==> src/rtl/display_source_mux.sv <==
// Registered selector routing one of NUM_SRC hex-digit sources to the seven-segment decoders,
// with manual, auto-rotate, blink and hold modes plus a source-change strobe.
module display_source_mux #(
    parameter int unsigned NUM_SRC      = 3,
    parameter int unsigned DIGITS       = 3,
    parameter int unsigned DWELL_CYCLES = 50000000,
    parameter int unsigned BLINK_HALF   = 12500000,
    parameter int unsigned SEL_W        = ($clog2(NUM_SRC) > 1) ? $clog2(NUM_SRC) : 1
) (
    input  logic                        clk,
    input  logic                        reset,
    input  logic [NUM_SRC*DIGITS*4-1:0] src_flat,
    input  logic [SEL_W-1:0]            sel,
    input  logic [1:0]                  mode,
    output logic [DIGITS*4-1:0]         digits_out,
    output logic                        blank_out,
    output logic [SEL_W-1:0]            cur_src,
    output logic                        switched
);

    localparam int unsigned DW_W = $clog2(DWELL_CYCLES);
    localparam int unsigned BL_W = $clog2(BLINK_HALF + 1);
    localparam logic [DW_W-1:0]  DWELL_LAST = DW_W'(DWELL_CYCLES - 1);
    localparam logic [BL_W-1:0]  BLINK_LAST = BL_W'(BLINK_HALF - 1);
    localparam logic [SEL_W-1:0] LAST_SRC   = SEL_W'(NUM_SRC - 1);

    typedef enum logic [1:0] {
        StManual = 2'b00,
        StAuto   = 2'b01,
        StBlink  = 2'b10,
        StHold   = 2'b11
    } state_e;

    state_e              state_q, state_d;
    logic [SEL_W-1:0]    cur_q, cur_d;
    logic [DW_W-1:0]     dwell_q, dwell_d;
    logic [BL_W-1:0]     blink_q, blink_d;
    logic                blank_q, blank_d;
    logic                switched_q, switched_d;
    logic [DIGITS*4-1:0] digits_q, digits_d;
    logic [DIGITS*4-1:0] slice;
    logic                entering;

    always_comb begin
        state_d    = state_e'(mode);
        entering   = (state_d != state_q);
        cur_d      = cur_q;
        dwell_d    = '0;
        blink_d    = '0;
        blank_d    = 1'b0;
        digits_d   = digits_q;
        slice      = '0;

        for (int unsigned s = 0; s < NUM_SRC; s++) begin
            if (cur_q == SEL_W'(s)) begin
                slice = src_flat[s*DIGITS*4 +: DIGITS*4];
            end
        end

        case (state_d)
            StManual: begin
                if (sel <= LAST_SRC) cur_d = sel;
            end
            StAuto: begin
                // A mode change on the terminal cycle restarts the dwell instead of advancing.
                if (!entering) begin
                    if (dwell_q == DWELL_LAST) begin
                        cur_d = (cur_q == LAST_SRC) ? '0 : cur_q + 1'b1;
                    end else begin
                        dwell_d = dwell_q + 1'b1;
                    end
                end
            end
            StBlink: begin
                if (sel <= LAST_SRC) cur_d = sel;
                if (!entering) begin
                    blank_d = blank_q;
                    if (blink_q == BLINK_LAST) begin
                        blank_d = ~blank_q;
                    end else begin
                        blink_d = blink_q + 1'b1;
                    end
                end
            end
            default: ;
        endcase

        if (state_d != StHold) digits_d = slice;
        switched_d = (cur_d != cur_q);
    end

    always_ff @(posedge clk or posedge reset) begin
        if (reset) begin
            state_q    <= StManual;
            cur_q      <= '0;
            dwell_q    <= '0;
            blink_q    <= '0;
            blank_q    <= 1'b0;
            switched_q <= 1'b0;
            digits_q   <= '0;
        end else begin
            state_q    <= state_d;
            cur_q      <= cur_d;
            dwell_q    <= dwell_d;
            blink_q    <= blink_d;
            blank_q    <= blank_d;
            switched_q <= switched_d;
            digits_q   <= digits_d;
        end
    end

    assign digits_out = digits_q;
    assign blank_out  = blank_q;
    assign cur_src    = cur_q;
    assign switched   = switched_q;

endmodule

==> config.mk <==
export PLATFORM = sky130hd
export DESIGN_NAME = display_source_mux
export DESIGN_NICKNAME = d
export VERILOG_FILES = /design/src/rtl/display_source_mux.sv
export SDC_FILE = /design/constraint.sdc
export NUM_CORES = 1
export LEC_CHECK = 0
export BUFFER_PORTS_ARGS = -buffer_cell sky130_fd_sc_hd__clkbuf_2
export CAP_MARGIN = 10
export CELL_PAD_IN_SITES_DETAIL_PLACEMENT = 1
export CELL_PAD_IN_SITES_GLOBAL_PLACEMENT = 2
export CORE_MARGIN = 8
export CORE_UTILIZATION = 31
export DETAILED_ROUTE_END_ITERATION = 6
export MAX_ROUTING_LAYER = met4
export PLACE_DENSITY = 0.77
export RECOVER_POWER = 50
export SYNTH_ARGS = -nofsm -noshare
export SYNTH_HDL_FRONTEND = slang
export SYNTH_SLANG_ARGS = --single-unit
==> constraint.sdc <==
create_clock -name clk -period 1.92 [get_ports clk]
set_input_delay 0.288 -clock clk [delete_from_list [all_inputs] [get_ports clk]]
set_output_delay 0.288 -clock clk [all_outputs]
set_load 0.02 [all_outputs]
==> reports/metrics.cfg, run 1 <==
[die]
start_util = 0.3172
die_w_um = 121.3
rows = 38
coreArea_um2 = 10840
die_y_um = 121.3
io_pins = 58
dieArea_um2 = 14720

[critical_path]
crit_path_start_kind = flop
reg2reg_from = blink_q[9]
slowest_stage = or4_1
worst_ep_required_time_ps = 2140
crit_family = simple AND/OR/NAND/NOR gates
worstPathMaxFanout = 8
arrival_ps = 2030
critical-path-max-stage-delay_ps = 530
path_buf_inv = 1
cp_cell_sequence = or4_1, nor4_2, and3_1, or2_4, buf_4, nor2_1
critical_path_class = reg2reg
crit_start = blink_q[9]
crit_path_end_kind = flop

[sta]
whs_ps = 184.1
layout_setup_ws_ps = 112.3
skew_ps = 12.49
setup_viol = 0
fin_crit_ps = 1808
worstMarginPinSlew_ps = 894.6
fin_crit_sh = 0.9415
maxSlewViolCount = 0
fmax_mhz = 553.2
hold_viol_final = 0
slew_headroom = 0.4036

[power_and_ir_drop]
peakVddDrop_uv = 475.3
power_mw = 3.491
p_clk_frac = 0.449
p_seq_frac = 0.436
p_sw_frac = 0.2473
comb_power_share = 0.114
p_leak_nw = 1.827
p_switching_uw = 863.2
power_density_nw_per_um2 = 823.9
p_int_mw = 2.627

[route]
wl_um = 8675
avgRoutedWirePerCell_um = 14.98
drtIter0Drc = 90
drc = 0
vias = 2784
firstDrtPassIters = 4
drtAntennaViolNets = 0
via_per_inst = 4.808

[synthesis]
synthesis.nets = 404
synth_ff_type = dfrtp_1
ys_seq_area_frac = 0.4949
synth_area_um2 = 3438
ys_async_sr_fraction = 1.000
ys.warnings.count = 0
ys_types = 34
synth-edff-count = 0
ys_ff_latch = 68
syn_inst = 360
synth_area_per_cell_um2 = 9.551

[worst_hold_path]
hp-class = in2reg
hp-start = mode[1]

[global_route]
grt_start_max_net_pins = 36
gr-total-overflow = 0
grt_pass1_wl_um = 14990
grt_pass1_vias = 3016
track_usage = 0.1279
antenna_found_initial = 0

[clocking]
cts_buffers = 9
cts_buffer_depth = 2
clkSlewWorstSetupHoldPaths_ps = 70
clock_latency_ps = 340
cts_hold_buf = 0
clock_sinks = 68
cts_tree = yes
h-tree-depth = 3
clock-root-buffer = clkbuf_8

[flow_run]
max-cap-violations = 0

[finish]
fin_util = 0.3908
drive_gt1_frac = 0.2278
layout_common_cells = nor2_1, dfrtp_1, clkbuf_2
syn_to_final_growth_pct = 23.22
final_common_cell = nor2_1
antenna_cells = 0
finalNetCount = 479

[placed_design]
gp_congestion = 0.7283
place_ws_ps = 30.87
portBuffers = 57
post-dp-hpwl_um = 6386

[outcome]
status = finished, final reports clean

## per-layer routing
metal	GRT usage	up-vias	wire, um
li1	-	1364	-
met1	0.1580	1384	3934
met2	0.2078	27	4451
met3	0.02513	9	186
met4	0.03701	0	102
met5	-	-	0
## metrics by stage
stage,cell area [um2],TNS [ps],cells
after global placement,3945,0,561
final,4237,0,579
after CTS,4207,0,576
after global routing,4237,-421.4,579
after detailed placement,3945,0,561
after floorplan,3442,0,360
## cells by family (layout without fill, tap and decap cells)
| family | Yosys count | in the layout | share of synthesized area |
|---|---|---|---|
| buffers and inverters | 26 | 105 | 0.04112 |
| xor gates and xnor gates | 48 | 48 | 0.1223 |
| and+or+nand+nor | 169 | 169 | 0.2391 |
| DFF | 68 | 68 | 0.4949 |
| AOI/OAI and AO/OA | 30 | 30 | 0.04549 |
| muxes | 17 | 17 | 0.04985 |
| adders and majority gates | 2 | 2 | 0.007277 |
## registers in the layout, indices dropped and copies added (netlist names)
signal,flops
blank_out,1
digits_out,12
dwell_q,26
blink_q,24
switched,1
state_q,2
cur_src,2
## area by class of cell
type	instances	area, um2
tap	140	175.2
sequential	68	1702
clock inverter	6	137.6
multi-input combinational	266	1614
clock buffer	9	123.9
fill	1286	6604
inverter	11	42.54
timing repair buffer	79	441.7
## cell usage after synthesis, types with 2 or more instances
| library cell | count | area (um2) |
|---|---|---|
| buf_2 | 3 | 15.01 |
| nand3_1 | 23 | 115.1 |
| xnor2_1 | 18 | 157.7 |
| nor3_1 | 6 | 30.03 |
| dfrtp_1 | 68 | 1702 |
| nor4_2 | 4 | 50.05 |
| clkbuf_1 | 8 | 30.03 |
| and4_1 | 2 | 17.52 |
| xor2_1 | 30 | 262.8 |
| inv_1 | 11 | 41.29 |
| buf_12 | 2 | 40.04 |
| nand4_1 | 15 | 93.84 |
| o21ai_0 | 3 | 15.01 |
| nor2_1 | 87 | 326.6 |
| mux2i_1 | 16 | 160.2 |
| nor4b_1 | 2 | 17.52 |
| nand2_1 | 14 | 52.55 |
| ha_1 | 2 | 25.02 |
| a21oi_1 | 25 | 125.1 |
| and3_1 | 7 | 43.79 |
## repair_timing
| item | 4_1_cts | 5_1_grt |
|---|---|---|
| endpoints found under the hold margin | 0 | 0 |
| setup buffers | 0 | 3 |
| gates resized for setup | 0 | 6 |
| setup endpoints to repair | 0 | 38 |
## power groups by stage
stage | logic (mW) | registers [mW] | clock network [mW]
3_5_place_dp | 0.414 | 1.55 | 0
2_1_floorplan | 0.196 | 1.61 | 0
3_3_place_gp | 0.409 | 1.55 | 0
4_1_cts | 0.415 | 1.52 | 1.62
6_report | 0.399 | 1.52 | 1.57
5_1_grt | 0.448 | 1.53 | 1.66
## final timing paths
check / endpoint / slack (ps) / cells after the start
max: blink_q[12] / 110 / 6
min: state_q[1] / 180 / 1
max reg2reg: blink_q[12] / 110 / 6
min reg2reg: blink_q[0] / 490 / 1
max in group asynchronous: state_q[1] / 1110 / 3
min in group asynchronous: dwell_q[0] / 220 / 3
No activity file was read; power rests on OpenSTA's default activity.
==> run 2: changes to the inputs <==
CORE_ASPECT_RATIO = 0.6   (was unset)
==> reports/metrics.cfg, run 2 (synthesis gave the netlist of run 1 again) <==
[power_and_ir_drop]
power_mw = 3.449
p_clk_frac = 0.436
peakVddDrop_uv = 410.4
p_leak_nw = 1.848
p_sw_frac = 0.2641
power_density_nw_per_um2 = 809.9
p_seq_frac = 0.441
p_switching_uw = 910.6
comb_power_share = 0.123
p_int_mw = 2.538

[clocking]
cts_tree = yes
clkSlewWorstSetupHoldPaths_ps = 60
clock_sinks = 68
cts_buffers = 9
clock_latency_ps = 330
h-tree-depth = 3
cts_buffer_depth = 2
clock-root-buffer = clkbuf_16
cts_hold_buf = 0

[finish]
design_area_um2 = 4258
top_register = dwell_q
layout_common_cells = nor2_1, dfrtp_1, clkbuf_2
fin_util = 0.3991
final_common_cell = nor2_1
finalNonFillerCells = 578
largest_reg_flops = 26
finalNetCount = 479
syn_to_final_growth_pct = 23.84
nFillCells = 1274
drive_gt1_frac = 0.2210
antenna_cells = 0

[die]
die_y_um = 97.58
coreArea_um2 = 10670
start_util = 0.3223
rows = 29
dieArea_um2 = 14830
io_pins = 58
die_w_um = 152.0

[placed_design]
portBuffers = 57
gp_congestion = 0.7491
place_ws_ps = 50.11
place_area_um2 = 3996
dp.cells = 562
post-dp-hpwl_um = 6693

[route]
avgRoutedWirePerCell_um = 15.57
drtAntennaViolNets = 0
drtIter0Drc = 108
wl_um = 9001
drc = 0
firstDrtPassIters = 4
via_per_inst = 4.827
vias = 2790

[critical_path]
critical_path_class = reg2reg
reg2reg_slack_ps = 110
critical-path-max-stage-delay_ps = 520
slowest_stage = or4_1
crit_path_start_kind = flop
worstPathMaxFanout = 19
worst_ep_required_time_ps = 2130
arrival_ps = 2020
cp_cell_sequence = or4_1, nor4_1, and3_1, or2_4, buf_12, nor2_1
crit_path_end_kind = flop

[sta]
maxSlewViolCount = 69
layout_setup_ws_ps = 110.1
worstMarginPinSlew_ps = 1547
skew_ps = 6.418
finalSetupTns_ps = 0
fmax_mhz = 552.5
slew_headroom = -0.03143
whs_ps = 146.3
fin_crit_sh = 0.9427
hold_viol_final = 0
fin_crit_ps = 1810
setup_viol = 0

[global_route]
grt_pass1_wl_um = 15260
grt_pass1_vias = 2944
gr-total-overflow = 0
track_usage = 0.1288
grt_start_max_net_pins = 69
antenna_found_initial = 0

[flow_run]
max-cap-violations = 1

[outcome]
status = finished with violations
violations = capacitance limit, slew limit

[worst_hold_path]
hp-class = in2reg

## run 2: cell types whose count changed in the layout (fill, tap and decap cells not counted), sizes merged
cell    before  now
clkbuf      68   67
clkinv       2    5
bufinv       4    0
buf         20   22
## run 2: power groups by stage
stage	Clock [mW]	Sequential [mW]	Combinational, mW
after floorplan	0	1.61	0.196
after global placement	0	1.54	0.433
after detailed placement	0	1.55	0.442
after CTS	1.55	1.52	0.443
after global routing	1.61	1.53	0.470
final	1.50	1.52	0.422
## run 2: routing by layer
layer	up-vias	track usage	wire length (um)
met4	0	0.02725	38
met1	1355	0.1829	4820
met5	-	-	0
met3	4	0.04642	523
met2	69	0.1673	3618
li1	1362	-	-
## run 2: repair_timing
action | in CTS | in global routing
endpoints found under the setup margin | 0 | 23
resized for setup | 0 | 2
endpoints found under the hold margin | 0 | 0
setup buffers | 0 | 1
## run 2: layout make-up
class / count / area, um2 / area share
inverters: 11 / 45.04 / 0.01058
clock buffers: 10 / 239.0 / 0.05613
multi-input cells: 266 / 1604 / 0.3767
well taps: 139 / 173.9 / 0.04085
repair buffers: 79 / 465.4 / 0.1093
clock inverters: 5 / 28.78 / 0.006759
flip-flops and latches: 68 / 1702 / 0.3996
## run 2: path summary, 6_finish.rpt
kind	from	end	cells after the start
worst max-delay path	blink_q[9]	blink_q[16]	6
worst min-delay path	mode[1]	state_q[1]	1
worst max register to register	blink_q[9]	blink_q[16]	6
worst min register to register	blink_q[0]	blink_q[0]	1
max in group asynchronous	reset	dwell_q[7]	3
min in group asynchronous	reset	blink_q[18]	3
## run 2: worst max-delay path: cells and delay by family (launching register included)
kind | cells | cell delay, ps
buf+inv | 1 | 140
flops | 1 | 370
simple gates | 5 | 1180
==> run 3: changes to the inputs <==
==> constraint.sdc (replaced) <==
create_clock -name clk -period 1.92 [get_ports clk]
set_input_delay 0.096 -clock clk [delete_from_list [all_inputs] [get_ports clk]]
set_output_delay 0.096 -clock clk [all_outputs]
set_load 0.02 [all_outputs]
==> reports/metrics.cfg, run 3 (synthesis gave the netlist of run 1 again) <==
[outcome]
status = finished, final reports clean

[global_route]
grt_start_max_net_pins = 50
track_usage = 0.1340
grt_pass1_wl_um = 15930
antenna_found_initial = 0
grt_pass1_vias = 3072
gr-total-overflow = 0

[critical_path]
reg2reg_from = blink_q[9]
worstPathMaxFanout = 19
worst_ep_required_time_ps = 2130
r2r_cells = 6
arrival_ps = 2110
reg2reg_slack_ps = 20
crit_path_end_kind = flop
crit_start = blink_q[9]
crit_path_start_kind = flop
rr_endpoint = blink_q[18]
critical_path_class = reg2reg

[die]
coreArea_um2 = 10670
start_util = 0.3223
die_w_um = 152.0
rows = 29
io_pins = 58
die_y_um = 97.58
dieArea_um2 = 14830

[sta]
grt_setup_unrepaired = true
skew_ps = 6.079
fin_crit_ps = 1901
layout_setup_ws_ps = 19.11
finalSetupTns_ps = 0
maxSlewViolCount = 0
setup_viol = 0
whs_ps = 47.92
slew_headroom = 0.4032
fin_crit_sh = 0.9900
fmax_mhz = 526.1
hold_viol_final = 0
worstMarginPinSlew_ps = 891.9

[clocking]
clock_latency_ps = 330
cts_buffer_depth = 2
cts_buffers = 9
clock-root-buffer = clkbuf_16
clkSlewWorstSetupHoldPaths_ps = 50
h-tree-depth = 3
clock_sinks = 68
cts_tree = yes

[finish]
final_common_cell = nor2_1
fin_util = 0.4007
finalNonFillerCells = 581
multi_input_area_um2 = 1618
final-seq-area_um2 = 1702
drive_gt1_frac = 0.1946
antenna_cells = 0
nFillCells = 1271
finalNetCount = 481
syn_to_final_growth_pct = 24.31
largest_reg_flops = 26
top_register = dwell_q
layout_common_cells = nor2_1, dfrtp_1, clkbuf_2

[route]
vias = 2788
drc = 0
drtIter0Drc = 122
via_per_inst = 4.799
drtAntennaViolNets = 0
wl_um = 9304
firstDrtPassIters = 4
avgRoutedWirePerCell_um = 16.01

[power_and_ir_drop]
p_clk_frac = 0.435
p_seq_frac = 0.445
peakVddDrop_uv = 387.7
p_sw_frac = 0.2580
comb_power_share = 0.120
p_leak_nw = 1.826
p_int_mw = 2.540
power_density_nw_per_um2 = 801.0
p_switching_uw = 883.3

[worst_hold_path]
hp-class = in2reg
hold_path_end = cur_src[0]
hp-start = sel[0]
min_path_cells = 3

[placed_design]
post-dp-hpwl_um = 6888
portBuffers = 57
dp.cells = 560
gp_congestion = 0.7808
place_ws_ps = -0.1754

[flow_run]
max-cap-violations = 0

## run 3: cell types whose count changed in the layout (fill, tap and decap cells not counted), sizes merged
cell,delta
clkbuf,+4
dlygate4sd3,+2
inv,+1
clkinv,-3
clkinvlp,-1
## run 3: metal layers
layer	track usage	part of all wire
met5	-	0
met4	0.02725	0.0025
met3	0.04244	0.040
met2	0.1785	0.40
met1	0.1908	0.56
## run 3: final cells by class
cell class              instances  share of cell area
clock buffers                  14             0.05943
clock inverters                 2            0.002342
inverters                      11            0.009660
multi-input cells             266              0.3785
flip-flops and latches         68              0.3981
well taps                     139             0.04069
repair buffers                 81              0.1112
## run 3: power groups by stage
stage | clock, mW | sequential [mW] | combinational (mW)
2_1_floorplan | 0 | 1.61 | 0.196
3_3_place_gp | 0 | 1.54 | 0.428
3_5_place_dp | 0 | 1.55 | 0.434
4_1_cts | 1.54 | 1.52 | 0.439
5_1_grt | 1.60 | 1.53 | 0.460
6_report | 1.49 | 1.52 | 0.411
## run 3: worst max-delay path by stage
stage          slack, ps           to  cells after the start
2_1_floorplan        110    blank_out                      1
3_3_place_gp          80   blink_q[9]                      6
3_5_place_dp        -0.2  blink_q[18]                      6
4_1_cts                6  blink_q[12]                      6
5_1_grt              -40  blink_q[18]                      6
6_report              20  blink_q[18]                      6
## run 3: stage by stage
| stage | power, mW | instance area [um2] |
|---|---|---|
| after floorplan | 1.804 | 3438 |
| after global placement | 1.971 | 3978 |
| after detailed placement | 1.982 | 3978 |
| after CTS | 3.498 | 4269 |
| after global routing | 3.588 | 4274 |
| final | 3.423 | 4274 |
## run 3: critical path, stage by stage, from the launching register on
cell	delay, ps
dfrtp_1	370
or4_4	540
nor4_2	260
and3_1	240
or2_4	150
buf_12	150
nor2_1	60
## run 3: what timing repair did
item	CTS	global route
hold endpoints to repair	20	0
resized for setup	0	5
hold buffers	2	0
setup buffers	1	3
pin swaps	1	2
endpoints found under the setup margin	4	24
